[config.mk]
export PLATFORM = sky130hd
export DESIGN_NAME = sipo_deserializer_flat
export DESIGN_NICKNAME = d
export VERILOG_FILES = /design/src/rtl/sipo_deserializer_if.sv /design/src/rtl/sipo_deserializer.sv /design/src/flat_wrapper.sv
export SDC_FILE = /design/constraint.sdc
export NUM_CORES = 1
export LEC_CHECK = 0
export ABC_AREA = 1
export ABC_CLOCK_PERIOD_IN_PS = 2200
export BUFFER_PORTS_ARGS = -buffer_cell sky130_fd_sc_hd__buf_2
export CORE_UTILIZATION = 45
export CTS_CLUSTER_DIAMETER = 120
export DETAILED_ROUTE_END_ITERATION = 16
export HOLD_SLACK_MARGIN = 0.03
export PLACE_DENSITY = 0.67
export SLEW_MARGIN = 30
export SYNTH_ARGS = -nofsm -noshare
export SYNTH_HDL_FRONTEND = slang
export SYNTH_SLANG_ARGS = --single-unit
[constraint.sdc]
create_clock -name clk -period 2.2 [get_ports clk]
set_input_delay 0.11 -clock clk [delete_from_list [all_inputs] [get_ports clk]]
set_output_delay 0.11 -clock clk [all_outputs]
set_load 0.03 [all_outputs]
[src/rtl/sipo_deserializer_if.sv]
// Serial-in / word-out bundle between the bit source, the deserializer and the word consumer.
interface sipo_deserializer_if #(
  parameter int WIDTH = 8
);
  localparam int CW = $clog2(WIDTH);

  logic             din;
  logic             din_valid;
  logic             sync;
  logic [WIDTH-1:0] dout;
  logic             dout_valid;
  logic             dout_ready;
  logic [CW-1:0]    bit_cnt;
  logic             overrun;
  logic             overrun_clr;

  modport master (
    output din, din_valid, sync, dout_ready, overrun_clr,
    input  dout, dout_valid, bit_cnt, overrun
  );

  modport slave (
    input  din, din_valid, sync, dout_ready, overrun_clr,
    output dout, dout_valid, bit_cnt, overrun
  );
endinterface

[src/rtl/sipo_deserializer.sv]
// Assembles a registered serial bit stream into WIDTH-bit words behind a one-entry
// valid/ready output register, with sync re-alignment and a sticky overrun flag.
module sipo_deserializer #(
  parameter int WIDTH     = 8,
  parameter bit MSB_FIRST = 1'b1
) (
  input  logic                 clk,
  input  logic                 rst_n,
  sipo_deserializer_if.slave   bus
);
  localparam int CW = $clog2(WIDTH);
  localparam logic [CW-1:0] LAST = CW'(WIDTH - 1);

  logic [WIDTH-1:0] shreg_q, shreg_d;
  logic [CW-1:0]    cnt_q,   cnt_d;
  logic [WIDTH-1:0] dout_q,  dout_d;
  logic             vld_q,   vld_d;
  logic             ovr_q,   ovr_d;

  logic [WIDTH-1:0] shifted;
  logic [WIDTH-1:0] first_bit;
  logic             complete;

  always_comb begin
    if (MSB_FIRST) begin
      shifted   = {shreg_q[WIDTH-2:0], bus.din};
      first_bit = {{(WIDTH-1){1'b0}}, bus.din};
    end else begin
      shifted   = {bus.din, shreg_q[WIDTH-1:1]};
      first_bit = {bus.din, {(WIDTH-1){1'b0}}};
    end
  end

  assign complete = bus.din_valid && !bus.sync && (cnt_q == LAST);

  always_comb begin
    shreg_d = shreg_q;
    cnt_d   = cnt_q;
    dout_d  = dout_q;
    vld_d   = vld_q;
    ovr_d   = ovr_q;

    // sync drops the partial word; a bit arriving with it starts the new word
    if (bus.sync) begin
      shreg_d = bus.din_valid ? first_bit : '0;
      cnt_d   = bus.din_valid ? CW'(1) : '0;
    end else if (bus.din_valid) begin
      shreg_d = shifted;
      cnt_d   = (cnt_q == LAST) ? '0 : cnt_q + CW'(1);
    end

    if (bus.overrun_clr) ovr_d = 1'b0;

    if (complete) begin
      if (!vld_q || bus.dout_ready) begin
        dout_d = shifted;
        vld_d  = 1'b1;
      end else begin
        ovr_d  = 1'b1;
      end
    end else if (vld_q && bus.dout_ready) begin
      vld_d = 1'b0;
    end
  end

  always_ff @(posedge clk or negedge rst_n) begin
    if (!rst_n) begin
      shreg_q <= '0;
      cnt_q   <= '0;
      dout_q  <= '0;
      vld_q   <= 1'b0;
      ovr_q   <= 1'b0;
    end else begin
      shreg_q <= shreg_d;
      cnt_q   <= cnt_d;
      dout_q  <= dout_d;
      vld_q   <= vld_d;
      ovr_q   <= ovr_d;
    end
  end

  assign bus.dout       = dout_q;
  assign bus.dout_valid = vld_q;
  assign bus.bit_cnt    = cnt_q;
  assign bus.overrun    = ovr_q;
endmodule

[src/flat_wrapper.sv]
// flat-port wrapper written by rule: the top's interface ports become plain ports
module sipo_deserializer_flat 
#(
  parameter int WIDTH     = 8,
  parameter bit MSB_FIRST = 1'b1
)
  (clk, rst_n, bus_din, bus_din_valid, bus_sync, bus_dout_ready, bus_overrun_clr, bus_dout, bus_dout_valid, bus_bit_cnt, bus_overrun);
  sipo_deserializer_if #(.WIDTH(WIDTH)) bus_i ();
  input  logic clk;
  input  logic rst_n;
  input wire logic [$bits(bus_i.din)-1:0] bus_din;
  input wire logic [$bits(bus_i.din_valid)-1:0] bus_din_valid;
  input wire logic [$bits(bus_i.sync)-1:0] bus_sync;
  input wire logic [$bits(bus_i.dout_ready)-1:0] bus_dout_ready;
  input wire logic [$bits(bus_i.overrun_clr)-1:0] bus_overrun_clr;
  output wire logic [$bits(bus_i.dout)-1:0] bus_dout;
  output wire logic [$bits(bus_i.dout_valid)-1:0] bus_dout_valid;
  output wire logic [$bits(bus_i.bit_cnt)-1:0] bus_bit_cnt;
  output wire logic [$bits(bus_i.overrun)-1:0] bus_overrun;
  assign bus_i.din = bus_din;
  assign bus_i.din_valid = bus_din_valid;
  assign bus_i.sync = bus_sync;
  assign bus_i.dout_ready = bus_dout_ready;
  assign bus_i.overrun_clr = bus_overrun_clr;
  assign bus_dout = bus_i.dout;
  assign bus_dout_valid = bus_i.dout_valid;
  assign bus_bit_cnt = bus_i.bit_cnt;
  assign bus_overrun = bus_i.overrun;
  sipo_deserializer #(.WIDTH(WIDTH), .MSB_FIRST(MSB_FIRST)) u_core (.clk(clk), .rst_n(rst_n), .bus(bus_i));
endmodule
==> metrics.md, run 1 <==
| Metric | Value |
|---|---|
| Min-delay src | `bus_din` |
| Antenna Diode Count | `0` |
| WP data required | `around 2400 ps` |
| Bufs on Longest Clock Path | `2` |
| Post-route minimum period | `1420 ps` |
| Die width | `around 45 µm` |
| Synthesized area | `~830 µm²` |
| Reg2Reg Launch Point | `u_core.bus.bit_cnt[0]` |
| Overflow after GRT | `0` |
| Max_cap viols | `0` |
| Seq/Total Area, Yosys | `0.600` |
| Initial drt markers | `18` |
| Largest net degree at the start of global routing | `21` |
| Final worst-path cycle share | `0.644` |
| Yosys warnings | `0` |
| Most common cell after layout, fill and taps aside | `nand2_1` |
| TritonCTS Buffers | `3` |
| Worst Setup Start Kind | `flop` |
| GRT Total Usage | `0.170` |
| Place WS | `around 800 ps` |
| Post-cts repair resize count | `0` |
| Avg Cell Area, Syn | `9.59 µm²` |
| Crit path max fanout | `11` |
| Fraction of layout cells with a size suffix above 1 | `0.241` |
| DRC viols | `0` |
| Reg2Reg Setup Slack | `780 ps` |
| Routed WL | `between 1000 and 1500 µm` |
| FF-to-FF path depth | `5` |
| Status | `completed` |
| Root Buffer | `clkbuf_4` |
| Max VDD drop | `between 0.0004 and 0.0005 V` |
| Clock-pin slew on the worst setup and hold paths | `around 100 ps` |
| RSZ-0062 raised after global routing | `false` |
| WP data arrival | `1610 ps` |
| Slew margin rel. | `0.722` |
| Dpl cell area | `between 900 and 1000 µm²` |
| Die area | `approximately 2000 µm²` |
| Via density | `a little over 5` |
| Num Clock Sinks | `20` |
| Final setup viols | `0` |
| Wire per inst | `10.8 µm` |
| Synth Instances | `87` |
| Final Wtd Congestion | `roughly 0.77` |
| Worst skew pair latency | `between 200 and 300 ps` |
| Nets@finish | `around 120` |
| Fin Setup TNS | `0 ps` |
| Pre-Repair DR Iteration Count | `4` |
| Setup ws final | `around 780 ps` |
| Fmax | `around 700 MHz` |
| DP Wirelength | `between 1000 and 1500 µm` |
| Reg-to-Reg End | `u_core.bus.dout[3]` |
| Worst Hold End | `u_core.shreg_q[0]` |
| CTS tree | `yes` |
| Worst hold path depth | `3` |
| Worst setup EP type | `flop` |
| Via Count | `670` |
| Number of global-route vias before repair | `540` |
| Register bit total from synthesis | `20` |
| Global-route wire length before repair | `approximately 2400 µm` |
| Starting density of the core | `0.483` |
| Worst Tran Pin Value | `~420 ps` |
| CP Class | `flop to flop` |
| Final Max Tran Viols | `0` |
| Die Ht | `45.1 µm` |
| Hold Violations, Final | `0` |
| Hold WC Path Type | `input pin to flop` |
| Leak Pwr | `between 0.5 and 0.6 nW` |
| Site Rows | `15` |
| H-tree depth | `1` |
| # IOs | `20` |
| Core Box Area | `between 1500 and 2000 µm²` |
| Worst Skew | `0.968 ps` |
| Pwr dens | `around 660 nW/µm²` |
| Most frequent cells in the layout | `nand2_1 (27), dfrtp_1 (20), buf_2 (19)` |
| IO Port Bufs | `19` |
| Antenna violations before repair | `0` |
| Synth-to-layout area growth | `18.1%` |
| DRT antenna net count | `0` |
| Syn nets | `96` |
| Synth unique cells | `15` |
| Design area | `between 900 and 1000 µm²` |
[worst max path at each step]
stage | endpoint | slack, ps | cells after the start | from
3_5_place_dp | u_core.bus.dout[3] | 800 | 5 | u_core.bus.bit_cnt[0]
2_1_floorplan | u_core.bus.bit_cnt[0] | 800 | 6 | u_core.bus.bit_cnt[0]
5_1_grt | u_core.bus.dout[7] | 610 | 5 | u_core.bus.bit_cnt[0]
4_1_cts | u_core.bus.dout[3] | 780 | 5 | u_core.bus.bit_cnt[0]
3_3_place_gp | u_core.bus.dout[4] | 870 | 5 | u_core.bus.bit_cnt[0]
6_report | u_core.bus.dout[3] | 780 | 5 | u_core.bus.bit_cnt[0]
[critical path, stage by stage, from the launching register on]
cell and delay [ps]:
dfrtp_1 410, ha_1 170, ha_1 370, nand3_2 210, nand2_1 110, nand2_1 50
[sequential cells by signal, indices dropped and copies added (netlist names)]
| name | cells |
|---|---|
| u_core.bus.dout_valid | 1 |
| u_core.shreg_q | 7 |
| u_core.bus.bit_cnt | 3 |
| u_core.bus.dout | 8 |
| u_core.bus.overrun | 1 |
[what timing repair did]
action	CTS	global route
hold buffers	1	0
hold endpoints to repair	20	0
setup buffers	0	0
[through the flow]
step,utilization,std cells,power [mW],hold WS (ps)
global route,0.571,133,0.685,64.2
finish,0.571,133,0.654,54.2
detailed placement,0.544,128,0.455,72.5
floorplan,-,87,0.429,-186
global placement,0.544,128,0.453,70.9
CTS,0.571,133,0.660,47.1
[synth_stat cells]
cell | count | area [µm²]
a21oi_1 | 1 | 5.00
buf_2 | 2 | 10.0
buf_6 | 1 | 11.3
dfrtp_1 | 20 | 500
ha_1 | 2 | 25.0
inv_1 | 9 | 33.8
inv_2 | 1 | 3.75
nand2_1 | 27 | 101
nand3_1 | 3 | 15.0
nand3_2 | 1 | 10.0
nand4_1 | 8 | 50.1
nor2_1 | 3 | 11.3
nor2_4 | 1 | 11.3
o21ai_0 | 3 | 15.0
o22ai_1 | 5 | 31.3
[kinds of logic (layout without fill, tap and decap cells)]
kind of cell | Yosys count | in the layout | synth area share
fa+ha+maj | 2 | 2 | 0.0300
compound gates | 9 | 9 | 0.0615
simple gates | 43 | 43 | 0.238
flops | 20 | 20 | 0.600
buf+inv | 13 | 34 | 0.0705
[cell type report]
type / instances / area, µm²
Multi-Input combinational cell: 54 / 275
Clock buffer: 4 / 36.3
Inverter: 10 / 37.5
Tap cell: 25 / 31.3
Timing Repair Buffer: 20 / 105
Fill cell: 169 / 741
Sequential cell: 20 / 500
[power breakdown]
part | switching, mW | internal (mW)
combinational | 0.0450 | 0.0193
sequential | 0.00750 | 0.377
clock | 0.104 | 0.101
total | 0.156 | 0.497
[layer usage]
metal,track usage,up-vias,wire (µm)
met5,0,-,0
met4,0.109,0,36
met3,0.0360,5,60
met2,0.241,25,646
met1,0.236,309,700
li1,-,331,-
No activity file was read; power rests on OpenSTA's default activity.
==> run 2: changes to the inputs <==
--- a/config.mk
+++ b/config.mk
@@ -6,13 +6,13 @@
 export NUM_CORES = 1
 export LEC_CHECK = 0
 export ABC_AREA = 1
-export ABC_CLOCK_PERIOD_IN_PS = 2200
+export ABC_CLOCK_PERIOD_IN_PS = 1300
 export BUFFER_PORTS_ARGS = -buffer_cell sky130_fd_sc_hd__buf_2
 export CORE_UTILIZATION = 45
 export CTS_CLUSTER_DIAMETER = 120
 export DETAILED_ROUTE_END_ITERATION = 16
 export HOLD_SLACK_MARGIN = 0.03
-export PLACE_DENSITY = 0.67
+export PLACE_DENSITY = 0.7
 export SLEW_MARGIN = 30
 export SYNTH_ARGS = -nofsm -noshare
 export SYNTH_HDL_FRONTEND = slang
==> constraint.sdc (replaced) <==
create_clock -name clk -period 1.3 [get_ports clk]
set_input_delay 0.065 -clock clk [delete_from_list [all_inputs] [get_ports clk]]
set_output_delay 0.065 -clock clk [all_outputs]
set_load 0.03 [all_outputs]
==> metrics.md, run 2 (synthesized netlist as in run 1, its figures left out) <==
| Metric | Value |
|---|---|
| Int Pwr | `approximately 1.0 mW` |
| RSZ-0062 raised after global routing | `false` |
| Fin Setup TNS | `0 ps` |
| Crit path max fanout | `5` |
| M1 wire length | `a little under 800 µm` |
| Nets@finish | `between 100 and 150` |
| Fraction of layout cells with a size suffix above 1 | `0.304` |
| Hold Violations, Final | `0` |
| Switch Pwr | `between 0.2 and 0.3 mW` |
| Root Buffer | `clkbuf_4` |
| Global-route wire length before repair | `2370 µm` |
| Largest net degree at the start of global routing | `21` |
| DRC viols | `0` |
| Fillers | `between 150 and 200` |
| Die Ht | `45.1 µm` |
| Pre-Repair DR Iteration Count | `4` |
| Worst Skew | `about 1.1 ps` |
| Bufs on Longest Clock Path | `2` |
| Max stage delay on crit path | `420 ps` |
| Die area | `roughly 2000 µm²` |
| Routed WL | `about 1500 µm` |
| CP Class | `flop to flop` |
| Antenna Diode Count | `0` |
| Slew margin rel. | `0.710` |
| Max_cap viols | `0` |
| Most common cell after layout, fill and taps aside | `nand2_1` |
| H-tree depth | `1` |
| WP data arrival | `1400 ps` |
| Slowest cell on crit path | `dfrtp_2` |
| Post-route minimum period | `roughly 1200 ps` |
| DRT antenna net count | `0` |
| Comb power frac | `0.098` |
| Most used cell, CP | `ha_2` |
| Clock group share of total power | `0.391` |
| CTS tree | `yes` |
| Final worst-path cycle share | `0.929` |
| Sequential share of power | `0.511` |
| Final Max Tran Viols | `0` |
| WP data required | `roughly 1500 ps` |
| Top Family by Delay on Critical Path | `flip-flops` |
| Switching Fraction | `0.216` |
| Place WS | `around 47 ps` |
| Register Area | `503 µm²` |
| Cell-by-cell trace of the critical path | `ha_2 -> ha_2 -> buf_4 -> nand4_1 -> nand2_1` |
| Site Rows | `15` |
| Most frequent cells in the layout | `nand2_1 (27), buf_2 (19), dfrtp_1 (18)` |
| Worst path bufs/invs | `1` |
| Core Box Area | `roughly 1700 µm²` |
| Setup ws final | `92.4 ps` |
| Max reg flops | `8` |
| # IOs | `20` |
| Leak Pwr | `0.590 nW` |
| Worst skew pair latency | `approximately 290 ps` |
| Final Wtd Congestion | `between 0.8 and 0.9` |
| Top Layer Used | `met4` |
| Via Count | `between 600 and 700` |
| Antenna violations before repair | `0` |
| Worst setup EP type | `flop` |
| Number of global-route vias before repair | `556` |
| Worst Tran Pin Value | `436 ps` |
| Max VDD drop | `about 0.00074 V` |
| Clock-pin slew on the worst setup and hold paths | `between 100 and 150 ps` |
| Initial drt markers | `7` |
| Final setup viols | `0` |
| Via density | `between 4 and 5` |
| Fmax | `roughly 830 MHz` |
| TritonCTS Buffers | `3` |
| IO Port Bufs | `19` |
| DP Wirelength | `roughly 1100 µm` |
| Starting density of the core | `0.483` |
| Wire per inst | `10.7 µm` |
| Num Clock Sinks | `20` |
| Die width | `45.1 µm` |
| Pwr dens | `between 1000 and 1500 nW/µm²` |
| Hold WC Path Type | `input pin to flop` |
| Met3 wire length | `between 40 and 50 µm` |
| Overflow after GRT | `0` |
| Post-CTS setup buffer count | `0` |
| Worst Setup Start Kind | `flop` |
| Area of the multi-input gates | `~280 µm²` |
| GRT Total Usage | `0.161` |
| Synth-to-layout area growth | `27.9%` |
| Met2 wire len | `~650 µm` |
| Status | `completed` |
==> run 2: repair_timing <==
item | in CTS | in global routing
endpoints found under the hold margin | 22 | 0
gates resized for setup | 0 | 1
setup endpoints to repair | 0 | 9
hold buffers | 3 | 0
==> run 2: through the flow <==
| stage | std cells | util | total power [mW] | hold WS, ps | instance area [µm²] |
|---|---|---|---|---|---|
| after CTS | 140 | 0.617 | 1.28 | 50.8 | 1060 |
| final | 140 | 0.618 | 1.27 | 47.3 | 1070 |
| after global placement | 133 | 0.569 | 0.777 | 28.8 | 982 |
| after global routing | 140 | 0.618 | 1.32 | 57.4 | 1070 |
| after floorplan | 87 | - | 0.728 | -231 | 846 |
| after detailed placement | 133 | 0.569 | 0.780 | 30.4 | 982 |
==> run 2: final cells by class <==
type,instances,area share
inverter,10,0.0352
multi-input combinational,54,0.263
clock buffer,3,0.0211
sequential,20,0.471
timing repair buffer,27,0.152
tap,25,0.0293
clock inverter,1,0.0281
==> run 2: routing by layer <==
metal | up-vias | GRT usage
met5 | - | 0
met4 | 0 | 0.0545
met3 | 2 | 0.0240
met2 | 11 | 0.249
met1 | 311 | 0.231
li1 | 349 | -
==> run 2: power groups by stage <==
stage | combinational, mW | clock, mW | sequential, mW
2_1_floorplan | 0.0435 | 0 | 0.685
3_3_place_gp | 0.117 | 0 | 0.660
3_5_place_dp | 0.119 | 0 | 0.661
4_1_cts | 0.126 | 0.504 | 0.649
5_1_grt | 0.139 | 0.530 | 0.651
6_report | 0.125 | 0.496 | 0.649
==> run 2: path summary, 6_finish.rpt <==
path	from	end	slack, ps	cells after the start
max in group asynchronous	rst_n	u_core.bus.bit_cnt[0]	750	2
worst max register to register	u_core.bus.bit_cnt[1]	u_core.bus.dout[5]	90	5
min in group asynchronous	rst_n	u_core.bus.bit_cnt[2]	230	2
worst max-delay path	u_core.bus.bit_cnt[1]	u_core.bus.dout[5]	90	5
worst min-delay path	bus_din_valid	u_core.shreg_q[0]	50	3
worst min register to register	u_core.bus.dout[3]	u_core.bus.dout[3]	480	2
==> run 2: tightest hold or removal path: stages <==
cell	delay (ps)
buf_2	120
nand2_1	50
o21ai_0	70
==> run 3: changes to the inputs <==
--- a/config.mk
+++ b/config.mk
@@ -12,7 +12,7 @@
 export CTS_CLUSTER_DIAMETER = 120
 export DETAILED_ROUTE_END_ITERATION = 16
 export HOLD_SLACK_MARGIN = 0.03
-export PLACE_DENSITY = 0.7
+export PLACE_DENSITY = 0.72
 export SLEW_MARGIN = 30
 export SYNTH_ARGS = -nofsm -noshare
 export SYNTH_HDL_FRONTEND = slang
==> metrics.md, run 3 (synthesized netlist as in run 1, its figures left out) <==
| Metric | Value |
|---|---|
| Core Box Area | `approximately 1700 µm²` |
| Number of global-route vias before repair | `between 600 and 700` |
| CTS tree | `yes` |
| Site Rows | `15` |
| Status | `completed` |
| Antenna violations before repair | `0` |
| Most common cell after layout, fill and taps aside | `nand2_1` |
| Fillers | `~160` |
| Final setup viols | `0` |
| CP Class | `flop to flop` |
| Slowest cell on crit path | `dfrtp_2` |
| Initial drt markers | `8` |
| Post-route minimum period | `between 1000 and 1500 ps` |
| Most used cell, CP | `ha_2` |
| Final Max Tran Viols | `0` |
| Total Power | `around 1.1 mW` |
| Wire per inst | `roughly 12 µm` |
| DP Wirelength | `around 1100 µm` |
| Design area | `about 1100 µm²` |
| Global-route wire length before repair | `2640 µm` |
| Via density | `slightly above 5` |
| Final Wtd Congestion | `0.762` |
| Worst Skew | `between 6 and 7 ps` |
| Max_cap viols | `0` |
| RSZ-0062 raised after global routing | `false` |
| Worst path bufs/invs | `1` |
| Leak Pwr | `approximately 0.58 nW` |
| Nets@finish | `between 100 and 150` |
| DP Cell Count | `around 130` |
| Synth-to-layout area growth | `26.2%` |
| Worst Setup Start Kind | `flop` |
| Num Clock Sinks | `20` |
| Via Count | `700` |
| Met2 global-route usage | `0.316` |
| M1 GR Usage | `0.225` |
| GR Layer Usage met3 | `0.0240` |
| Pre-Repair DR Iteration Count | `5` |
| H-tree depth | `1` |
| Die width | `between 40 and 50 µm` |
| Worst skew pair latency | `roughly 300 ps` |
| Largest net degree at the start of global routing | `21` |
| # IOs | `20` |
| WP data arrival | `1440 ps` |
| WP data required | `1500 ps` |
| Cell-by-cell trace of the critical path | `ha_2 -> ha_2 -> buf_4 -> nand4_1 -> nand2_1` |
| Clock-pin slew on the worst setup and hold paths | `~110 ps` |
| Fraction of layout cells with a size suffix above 1 | `0.289` |
| Crit path max fanout | `7` |
| Slew margin rel. | `0.710` |
| Post-CTS setup buffer count | `0` |
| Root Buffer | `clkbuf_4` |
| Fin util | `0.610` |
| Finished Layout Cells | `between 100 and 150` |
| Die area | `between 2000 and 2500 µm²` |
| Worst setup EP type | `flop` |
| DRC viols | `0` |
| Area of the multi-input gates | `288 µm²` |
| TritonCTS Buffers | `3` |
| Overflow after GRT | `0` |
| Register Area | `approximately 500 µm²` |
| Starting density of the core | `0.483` |
| Bufs on Longest Clock Path | `2` |
| Final worst-path cycle share | `0.953` |
| Die Ht | `around 45 µm` |
| Fmax | `roughly 810 MHz` |
| Max stage delay on crit path | `about 430 ps` |
| Antenna Diode Count | `0` |
| Worst Tran Pin Value | `between 400 and 500 ps` |
| Most frequent cells in the layout | `nand2_1 (27), buf_2 (19), dfrtp_1 (18)` |
| Routed WL | `~1600 µm` |
| IO Port Bufs | `19` |
| Top Family by Delay on Critical Path | `flip-flops` |
| Hold WC Path Type | `input pin to flop` |
| GRT Total Usage | `0.191` |
| DRT antenna net count | `0` |
| Hold Violations, Final | `0` |
| Worst Hold Slack | `approximately 48 ps` |
| Place WS | `about 11 ps` |
| Max reg flops | `8` |
| Pwr dens | `approximately 1100 nW/µm²` |
| Setup ws final | `61.4 ps` |
| Dpl cell area | `~970 µm²` |
| Fin Setup TNS | `0 ps` |
| Max VDD drop | `between 0.0006 and 0.0007 V` |
| Most Used Layer, Global Route | `met2` |
## run 3: layout make-up
class	count	area share
clock buffer	4	0.0344
inverter	10	0.0356
multi-input combinational	54	0.273
sequential	20	0.477
tap	25	0.0297
timing repair buffer	26	0.150
## run 3: per-layer routing
layer	routed length, µm	vias up
met2	807	22
met5	0	-
met3	69	6
met1	696	329
met4	57	0
li1	-	343
## run 3: worst paths after layout
path                                            start                    end  slack (ps)  cells past startpoint
worst min register to register     u_core.bus.dout[2]     u_core.bus.dout[2]         480                      2
min in group asynchronous                       rst_n  u_core.bus.bit_cnt[2]         260                      2
worst max register to register  u_core.bus.bit_cnt[1]     u_core.bus.dout[6]          60                      5
worst max-delay path            u_core.bus.bit_cnt[1]     u_core.bus.dout[6]          60                      5
worst min-delay path                    bus_din_valid  u_core.bus.bit_cnt[0]          50                      3
max in group asynchronous                       rst_n  u_core.bus.bit_cnt[1]         720                      2
## run 3: tightest hold or removal path: cells and delay by family
| family | cells | cell delay [ps] |
|---|---|---|
| compound gates | 1 | 50 |
| buf+inv | 1 | 120 |
| simple gates | 1 | 80 |
## run 3: report_power, final
| group | internal [mW] | switching, mW |
|---|---|---|
| Combinational | 0.0430 | 0.0821 |
| Sequential | 0.639 | 0.0100 |
| Clock | 0.171 | 0.186 |
## run 3: repair_timing
item,CTS,global route
hold buffers,4,0
resized for setup,1,1
endpoints found under the hold margin,22,0
setup endpoints to repair,6,6
